[src/rtl/sc_bus_pkg.sv]
// Shared definitions for the single-cycle computer data-memory bus.
package sc_bus_pkg;

    // Arbiter FSM state encoding.
    typedef enum logic [1:0] {
        StIdle  = 2'd0,
        StIssue = 2'd1,
        StWait  = 2'd2,
        StResp  = 2'd3
    } arb_state_e;

    // Master port identifiers.
    localparam logic PORT_CPU = 1'b0;
    localparam logic PORT_AUX = 1'b1;

    // Default bus geometry.
    localparam int unsigned DEF_ADDR_W = 32;
    localparam int unsigned DEF_DATA_W = 32;
    localparam int unsigned DEF_RD_LAT = 2;

    // Wide enough for the largest legal read latency (15).
    localparam int unsigned CNT_W = 4;

endpackage

[src/rtl/sc_rr_pick2.sv]
// Two-way round-robin pick: on a tie the port not granted last wins.
module sc_rr_pick2
    import sc_bus_pkg::*;
(
    input  logic [1:0] req_i,
    input  logic       last_grant_i,
    output logic       winner_o,
    output logic       valid_o
);

    // Single requester wins outright; a tie goes to the other port than last time.
    always_comb begin
        valid_o  = |req_i;
        winner_o = PORT_CPU;
        unique case (req_i)
            2'b01:   winner_o = PORT_CPU;
            2'b10:   winner_o = PORT_AUX;
            2'b11:   winner_o = ~last_grant_i;
            default: winner_o = PORT_CPU;
        endcase
    end

endmodule

[src/rtl/sc_dmem_arbiter.sv]
// Round-robin arbiter sharing the dmem/IO bus between the CPU port and the aux port.
// One transaction in flight at a time; responses return after a fixed read latency.
module sc_dmem_arbiter
    import sc_bus_pkg::*;
#(
    parameter int unsigned ADDR_W = DEF_ADDR_W,
    parameter int unsigned DATA_W = DEF_DATA_W,
    parameter int unsigned RD_LAT = DEF_RD_LAT
) (
    input  logic              clock,
    input  logic              reset,
    input  logic              m0_req,
    input  logic              m0_we,
    input  logic [ADDR_W-1:0] m0_addr,
    input  logic [DATA_W-1:0] m0_wdata,
    output logic              m0_gnt,
    output logic              m0_rvalid,
    output logic [DATA_W-1:0] m0_rdata,
    input  logic              m1_req,
    input  logic              m1_we,
    input  logic [ADDR_W-1:0] m1_addr,
    input  logic [DATA_W-1:0] m1_wdata,
    output logic              m1_gnt,
    output logic              m1_rvalid,
    output logic [DATA_W-1:0] m1_rdata,
    output logic              mem_en,
    output logic              mem_we,
    output logic [ADDR_W-1:0] mem_addr,
    output logic [DATA_W-1:0] mem_wdata,
    input  logic [DATA_W-1:0] mem_rdata,
    output logic              busy
);

    localparam logic [CNT_W-1:0] WaitLoad = CNT_W'(RD_LAT - 1);

    arb_state_e        state_q, state_d;
    logic              owner_q, owner_d;
    logic              we_q, we_d;
    logic              last_q, last_d;
    logic [CNT_W-1:0]  cnt_q, cnt_d;
    logic [ADDR_W-1:0] addr_q, addr_d;
    logic [DATA_W-1:0] wdata_q, wdata_d;
    logic [DATA_W-1:0] rdata0_q, rdata0_d;
    logic [DATA_W-1:0] rdata1_q, rdata1_d;

    logic pick_winner;
    logic pick_valid;

    sc_rr_pick2 u_pick (
        .req_i        ({m1_req, m0_req}),
        .last_grant_i (last_q),
        .winner_o     (pick_winner),
        .valid_o      (pick_valid)
    );

    // Next-state: arbitrate in IDLE/RESP, strobe in ISSUE, count down in WAIT.
    always_comb begin
        state_d  = state_q;
        owner_d  = owner_q;
        we_d     = we_q;
        last_d   = last_q;
        cnt_d    = cnt_q;
        addr_d   = addr_q;
        wdata_d  = wdata_q;
        rdata0_d = rdata0_q;
        rdata1_d = rdata1_q;
        case (state_q)
            StIdle, StResp: begin
                if (pick_valid) begin
                    state_d = StIssue;
                    owner_d = pick_winner;
                    we_d    = (pick_winner == PORT_AUX) ? m1_we    : m0_we;
                    addr_d  = (pick_winner == PORT_AUX) ? m1_addr  : m0_addr;
                    wdata_d = (pick_winner == PORT_AUX) ? m1_wdata : m0_wdata;
                end else begin
                    state_d = StIdle;
                end
            end
            StIssue: begin
                state_d = StWait;
                cnt_d   = WaitLoad;
                last_d  = owner_q;
            end
            StWait: begin
                if (cnt_q == '0) begin
                    state_d = StResp;
                    // Last WAIT cycle is exactly when read data is valid on the bus.
                    if (!we_q) begin
                        if (owner_q == PORT_AUX) begin
                            rdata1_d = mem_rdata;
                        end else begin
                            rdata0_d = mem_rdata;
                        end
                    end
                end else begin
                    cnt_d = cnt_q - CNT_W'(1);
                end
            end
            default: state_d = StIdle;
        endcase
    end

    // State registers with synchronous reset; reset aborts any in-flight transfer.
    always_ff @(posedge clock) begin
        if (reset) begin
            state_q  <= StIdle;
            owner_q  <= PORT_CPU;
            we_q     <= 1'b0;
            last_q   <= PORT_AUX;
            cnt_q    <= '0;
            addr_q   <= '0;
            wdata_q  <= '0;
            rdata0_q <= '0;
            rdata1_q <= '0;
        end else begin
            state_q  <= state_d;
            owner_q  <= owner_d;
            we_q     <= we_d;
            last_q   <= last_d;
            cnt_q    <= cnt_d;
            addr_q   <= addr_d;
            wdata_q  <= wdata_d;
            rdata0_q <= rdata0_d;
            rdata1_q <= rdata1_d;
        end
    end

    // Outputs decoded from registered state only.
    always_comb begin
        mem_en    = (state_q == StIssue);
        mem_we    = mem_en && we_q;
        mem_addr  = addr_q;
        mem_wdata = wdata_q;
        m0_gnt    = mem_en && (owner_q == PORT_CPU);
        m1_gnt    = mem_en && (owner_q == PORT_AUX);
        m0_rvalid = (state_q == StResp) && (owner_q == PORT_CPU);
        m1_rvalid = (state_q == StResp) && (owner_q == PORT_AUX);
        m0_rdata  = rdata0_q;
        m1_rdata  = rdata1_q;
        busy      = (state_q == StIssue) || (state_q == StWait);
    end

endmodule

[config.mk]
export PLATFORM = sky130hd
export DESIGN_NAME = sc_dmem_arbiter
export DESIGN_NICKNAME = d
export VERILOG_FILES = /design/src/rtl/sc_bus_pkg.sv /design/src/rtl/sc_rr_pick2.sv /design/src/rtl/sc_dmem_arbiter.sv
export SDC_FILE = /design/constraint.sdc
export NUM_CORES = 1
export LEC_CHECK = 0
export ABC_AREA = 1
export BUFFER_PORTS_ARGS = -buffer_cell sky130_fd_sc_hd__clkbuf_2
export CAP_MARGIN = 40
export CORE_ASPECT_RATIO = 1.75
export CORE_MARGIN = 2
export CORE_UTILIZATION = 34
export CTS_CLUSTER_SIZE = 8
export DETAILED_ROUTE_END_ITERATION = 8
export HOLD_SLACK_MARGIN = 0.1
export SYNTH_ARGS = -nofsm -noshare
export SYNTH_HDL_FRONTEND = slang
export SYNTH_SLANG_ARGS = --single-unit
[constraint.sdc]
create_clock -name clock -period 3.6 [get_ports clock]
set_input_delay 0.72 -clock clock [delete_from_list [all_inputs] [get_ports clock]]
set_output_delay 0.72 -clock clock [all_outputs]
set_load 0.05 [all_outputs]
==> results of run 1 <==
[critical path: stages (launching register included)]
cell and delay, ps:
dfxtp_1 390, inv_1 60, ha_1 330, inv_2 120
clkbuf_2 300
[sequential cells by signal (all words and copies together) (netlist names)]
register / flops
mem_addr: 32
mem_wdata: 32
last_q: 1
m1_rdata: 32
owner_q: 1
cnt_q: 4
state_q: 2
m0_rdata: 32
we_q: 1
[routing by layer]
| layer | share of wire | GRT usage |
|---|---|---|
| met4 | 0.028 | 0.0737 |
| met2 | 0.52 | 0.327 |
| met5 | 0 | 0 |
| met3 | 0.045 | 0.0361 |
| met1 | 0.41 | 0.206 |
[cells by family (layout without fill, tap and decap cells)]
| group | after synthesis | in the layout | share of synthesized area |
|---|---|---|---|
| AO/OA/AOI/OAI | 238 | 238 | 0.193 |
| adder cells (fa/ha/maj) | 5 | 5 | 0.0101 |
| buffers and inverters | 239 | 518 | 0.161 |
| flip-flops | 137 | 137 | 0.442 |
| AND/OR/NAND/NOR | 295 | 295 | 0.194 |
[power by group through the flow]
stage	clock network, W	logic, W	registers, W
floorplan	0	0.00137	0.00392
global placement	0	0.00384	0.00231
detailed placement	0	0.00386	0.00231
CTS	0.00172	0.00387	0.00229
global route	0.00179	0.00415	0.00235
finish	0.00167	0.00383	0.00229
[worst paths after layout]
kind | from | end | slack, ps | depth (start not counted)
setup reg to reg | state_q[0]$_SDFFE_PP0P_ | mem_wdata[10]$_SDFFE_PP0P_ | 1590 | 8
setup / recovery | state_q[0]$_SDFFE_PP0P_ | busy | 1260 | 4
hold reg to reg | cnt_q[1]$_SDFFE_PP0P_ | cnt_q[1]$_SDFFE_PP0P_ | 470 | 2
hold / removal | cnt_q[1]$_SDFFE_PP0P_ | cnt_q[1]$_SDFFE_PP0P_ | 470 | 2
[cell type report]
class	count	share of cell area
multi-input cells	538	0.296
well taps	234	0.0351
clock buffers	17	0.0510
repair buffers	308	0.192
flip-flops and latches	137	0.329
clock inverters	12	0.0157
inverters	181	0.0816
[placed cells by master, fill, tap and decap left out, types with 2 or more instances in the layout]
cell / synthesis / routed
a21oi_1: 72 / 72
buf_12: 0 / 3
buf_4: 0 / 5
bufinv_16: 0 / 2
clkbuf_16: 0 / 17
clkbuf_2: 0 / 300
clkinv_2: 0 / 4
clkinv_4: 0 / 3
clkinvlp_4: 0 / 4
dfxtp_1: 137 / 137
ha_1: 5 / 5
inv_1: 179 / 178
inv_2: 2 / 2
nand2_1: 149 / 149
nand3_1: 2 / 2
nand4_1: 2 / 2
nor2_1: 102 / 102
nor3_1: 32 / 32
o21ai_0: 135 / 135
o21ai_1: 30 / 30
[metrics by stage]
step | setup WS (ps) | cells
finish | 1260 | 1427
floorplan | 1180 | 914
global placement | 1460 | 1398
global route | 1160 | 1427
CTS | 1230 | 1427
detailed placement | 1450 | 1398
==> results.ini, run 1 <==
[clocking]
cts_buffers=17
root_buffer=clkbuf_16
clk_latency_ps=410
cts_sinks=137
cts_tree=built
postCtsHoldBufs=0
cts_setup_buffers=0
htree_num_levels=4
clkTransAtPathRegs_ps=60
clk_path_buf_depth=2
cts_resized=0

[final_layout]
postLayoutCellArea_um2=8340
nets=1354
antenna_cells=0
layout-drive-gt1-share=0.292
fillCellCount=1909
synthToLayoutAreaGrowth_pct=34.5
multi_input_area_um2=2470
regArea_um2=2740
final_core_util=0.464

[critical_path]
cp_max_fo=4
worstPathArrival_ps=1620
critical_path_class=reg -> out
worstSetupEndpointType=output pin
startpoint_type=flip-flop
cp.required_ps=2880

[route]
via_count=6395
detail-route-antenna-nets=0
drc_errors=0
routed_via_density=4.48
finalWirelength_um=17900
dr.pass1.iters=5
drt_iter0_drc=284
wl_per_cell_um=12.6

[power]
p_sw_frac=0.501
finalPower_w=0.00779
seq_power_share=0.294
leakage_nw=4.66
clkPwrFrac=0.214
p_switching_w=0.00390
p_per_area_nw_per_um2=934
comb_power_share=0.492
vdd_ir_drop_max_uv=553
internal_power_w=0.00389

[logic_synthesis]
synth_flop_cell=dfxtp_1
yosys_warnings=0
synth-async-reset-ratio=0
syn_area_per_cell_um2=6.79
synth_edf_count=0
synth.net_count=1085
yosysUniqueCellTypes=24
yosysTopAreaCell=dfxtp_1
synth_common_cells=179 x inv_1, 149 x nand2_1, 137 x dfxtp_1
postSynthCellCount=914
ys_seq_area_frac=0.442
synth_top_area_share=0.442
synth_most_common_cell=inv_1
synth_area_leaders=dfxtp_1 44%, o21ai_0 11%, inv_1 11%
synth_area_um2=6200
synth_seq_cells=137

[global_route]
grt_pass1_wl_um=28300
overflow=0
grt_max_degree=89
antenna_found_initial=0
grt_pass1_vias=5830
grt.total_usage=0.181

[job]
cap_violations=0

[timing]
tightest_slew_ps=646
finalSetupViolCount=0
slew_viol_final=0
totalNegativeSetupSlack_ps=0
clock_skew_ps=11.0
holdWs_ps=475
hold_viol_final=0
min_period_ps=2340
fmax_ghz=0.428
finalCritPeriodShare=0.649
relSlewSlack=0.569
rsz0062_at_grt=false

[floorplanning]
core_area_um2=18000
die_y_um=183
boundaryPins=301
initial_core_util=0.345
design.die.area_um2=19400
rows=65
die_w_um=106

[placement]
dpl.hpwl_um=12900
post_dp_cell_area_um2=7790
place_congestion=0.903
portBuffers=300

[outcome]
status=finished clean

[worst_hold_path]
hp-class=reg -> reg

(Power assumes the default switching activity.)
==> run 2, diff against run 1 <==
==> constraint.sdc (replaced) <==
create_clock -name clock -period 2 [get_ports clock]
set_input_delay 0.4 -clock clock [delete_from_list [all_inputs] [get_ports clock]]
set_output_delay 0.4 -clock clock [all_outputs]
set_load 0.05 [all_outputs]
==> run 2 against run 1 <==
Against the previous run: via count down 0.22%; clock skew down 0.59 ps; design area up 1.6%; setup slack worse by 1200 ps; highest routed layer unchanged; wire length up 1.0%; count of clock-buffer cells in the layout up 2; worst hold slack worse by 250 ps; first-iteration DRC count up 2.5%; critical endpoint unchanged; cell count up 0.35%; sequential power up 81%.
==> results.ini, run 2 (same netlist as run 1, synthesis figures left out) <==
[outcome]
status=finished clean

[placement]
portBuffers=300
dpl.hpwl_um=13200
place_congestion=0.850
dp_cells=1402

[final_layout]
nets=1358
final_cell_mix=297 x clkbuf_2, 178 x inv_1, 149 x nand2_1
synthToLayoutAreaGrowth_pct=36.8
antenna_cells=0
stdcell_count=1432
fillCellCount=1956
layout_commonest_cell=clkbuf_2
layout-drive-gt1-share=0.295

[power]
internal_power_w=0.00748
comb_power_share=0.487
p_per_area_nw_per_um2=1720
vdd_ir_drop_max_uv=862
p_switching_w=0.00707
seq_power_share=0.285
p_sw_frac=0.486
leakage_nw=4.72
clkPwrFrac=0.228

[floorplanning]
core_area_um2=18000
design.die.area_um2=19400
rows=65
die_y_um=183
boundaryPins=301
die_w_um=106
initial_core_util=0.345

[global_route]
grt_pass1_wl_um=29000
antenna_found_initial=0
overflow=0
grt.total_usage=0.186
grt_pass1_vias=5914
grt_max_degree=132

[clocking]
clkTransAtPathRegs_ps=60
clk_latency_ps=410
cts_setup_buffers=0
cts_tree=built
clk_path_buf_depth=2
htree_num_levels=4
cts_sinks=137
root_buffer=clkbuf_16
cts_buffers=17

[critical_path]
cp_max_fo=4
critical_path_class=reg -> out
worstSetupEndpointType=output pin
cp_top_family=flip-flops
worstReg2RegStart=state_q[0]$_SDFFE_PP0P_
path_cells=inv_1, ha_1, inv_2, buf_4
r2r-end=mem_wdata[14]$_SDFFE_PP0P_
crit_buf_inv=3
cp.required_ps=1600
cp_slowest_cell=dfxtp_1
worstPathArrival_ps=1490
cpPeakStageDelay_ps=380
worst-r2r-setup-slack_ps=280
reg2reg_depth=9
startpoint_type=flip-flop

[route]
finalWirelength_um=18100
drc_errors=0
wl_per_cell_um=12.6
via_count=6381
drt_iter0_drc=291
routed_via_density=4.46
dr.pass1.iters=4
detail-route-antenna-nets=0

[job]
cap_violations=0

[timing]
clock_skew_ps=10.4
tightest_slew_ps=503
finalCritPeriodShare=0.943
min_period_ps=1890
slew_viol_final=0
totalNegativeSetupSlack_ps=0
finalSetupViolCount=0
relSlewSlack=0.664
holdWs_ps=223
fmax_ghz=0.530
hold_viol_final=0
rsz0062_at_grt=false

[worst_hold_path]
hold_end=mem_wdata[1]$_SDFFE_PP0P_
hp-class=in -> reg
hold_path.startpoint=m1_wdata[1]
whs_path_depth=3

-- run 2: metal layers --
layer / vias up / global-route usage / part of all wire
met3: 22 / 0.0443 / 0.053
met1: 2825 / 0.200 / 0.38
met5: - / 0 / 0
met2: 181 / 0.346 / 0.54
met4: 0 / 0.0742 / 0.026
li1: 3353 / - / -
-- run 2: area by class of cell --
type,instances,area [um2],area share
clock buffers,19,443,0.0522
clock inverters,11,174,0.0205
inverters,181,681,0.0802
multi-input cells,538,2480,0.292
flip-flops and latches,137,2740,0.323
well taps,234,293,0.0345
repair buffers,312,1670,0.197
-- run 2: worst max path at each step --
| stage | from | to | slack [ps] | cells after the start |
|---|---|---|---|---|
| floorplan | state_q[0]$_SDFFE_PP0P_ | m0_gnt | 110 | 3 |
| global placement | state_q[0]$_SDFFE_PP0P_ | mem_wdata[22]$_SDFFE_PP0P_ | 330 | 9 |
| detailed placement | state_q[0]$_SDFFE_PP0P_ | mem_wdata[14]$_SDFFE_PP0P_ | 280 | 9 |
| CTS | state_q[0]$_SDFFE_PP0P_ | m0_gnt | 40 | 4 |
| global route | state_q[0]$_SDFFE_PP0P_ | busy | 20 | 4 |
| finish | state_q[0]$_SDFFE_PP0P_ | busy | 110 | 4 |
-- run 2: power by group through the flow --
stage | Sequential [W] | Combinational (W) | Clock, W
finish | 0.00414 | 0.00709 | 0.00332
floorplan | 0.00706 | 0.00247 | 0
CTS | 0.00415 | 0.00716 | 0.00343
global route | 0.00425 | 0.00771 | 0.00357
detailed placement | 0.00418 | 0.00715 | 0
global placement | 0.00418 | 0.00709 | 0
-- run 2: repair_timing --
| item | in CTS | in global routing |
|---|---|---|
| hold buffers | 0 | 0 |
| endpoints found under the hold margin | 0 | 0 |
| gates cloned | 0 | 0 |
| resized for setup | 2 | 3 |
| endpoints found under the setup margin | 2 | 3 |
-- run 2: worst min-delay path: stages --
cell	delay, ps
clkbuf_2	80
nand2_1	50
a21oi_1	60
-- run 2: metrics by stage --
step           worst slack, ps  instance area [um2]  utilization  power, W
6_report                   113                 8480        0.472    0.0146
5_1_grt                   15.7                 8480        0.472    0.0155
4_1_cts                   42.8                 8480        0.472    0.0147
3_5_place_dp               283                 7860        0.437    0.0113
3_3_place_gp               334                 7860        0.437    0.0113
2_1_floorplan              112                 6200            -   0.00953
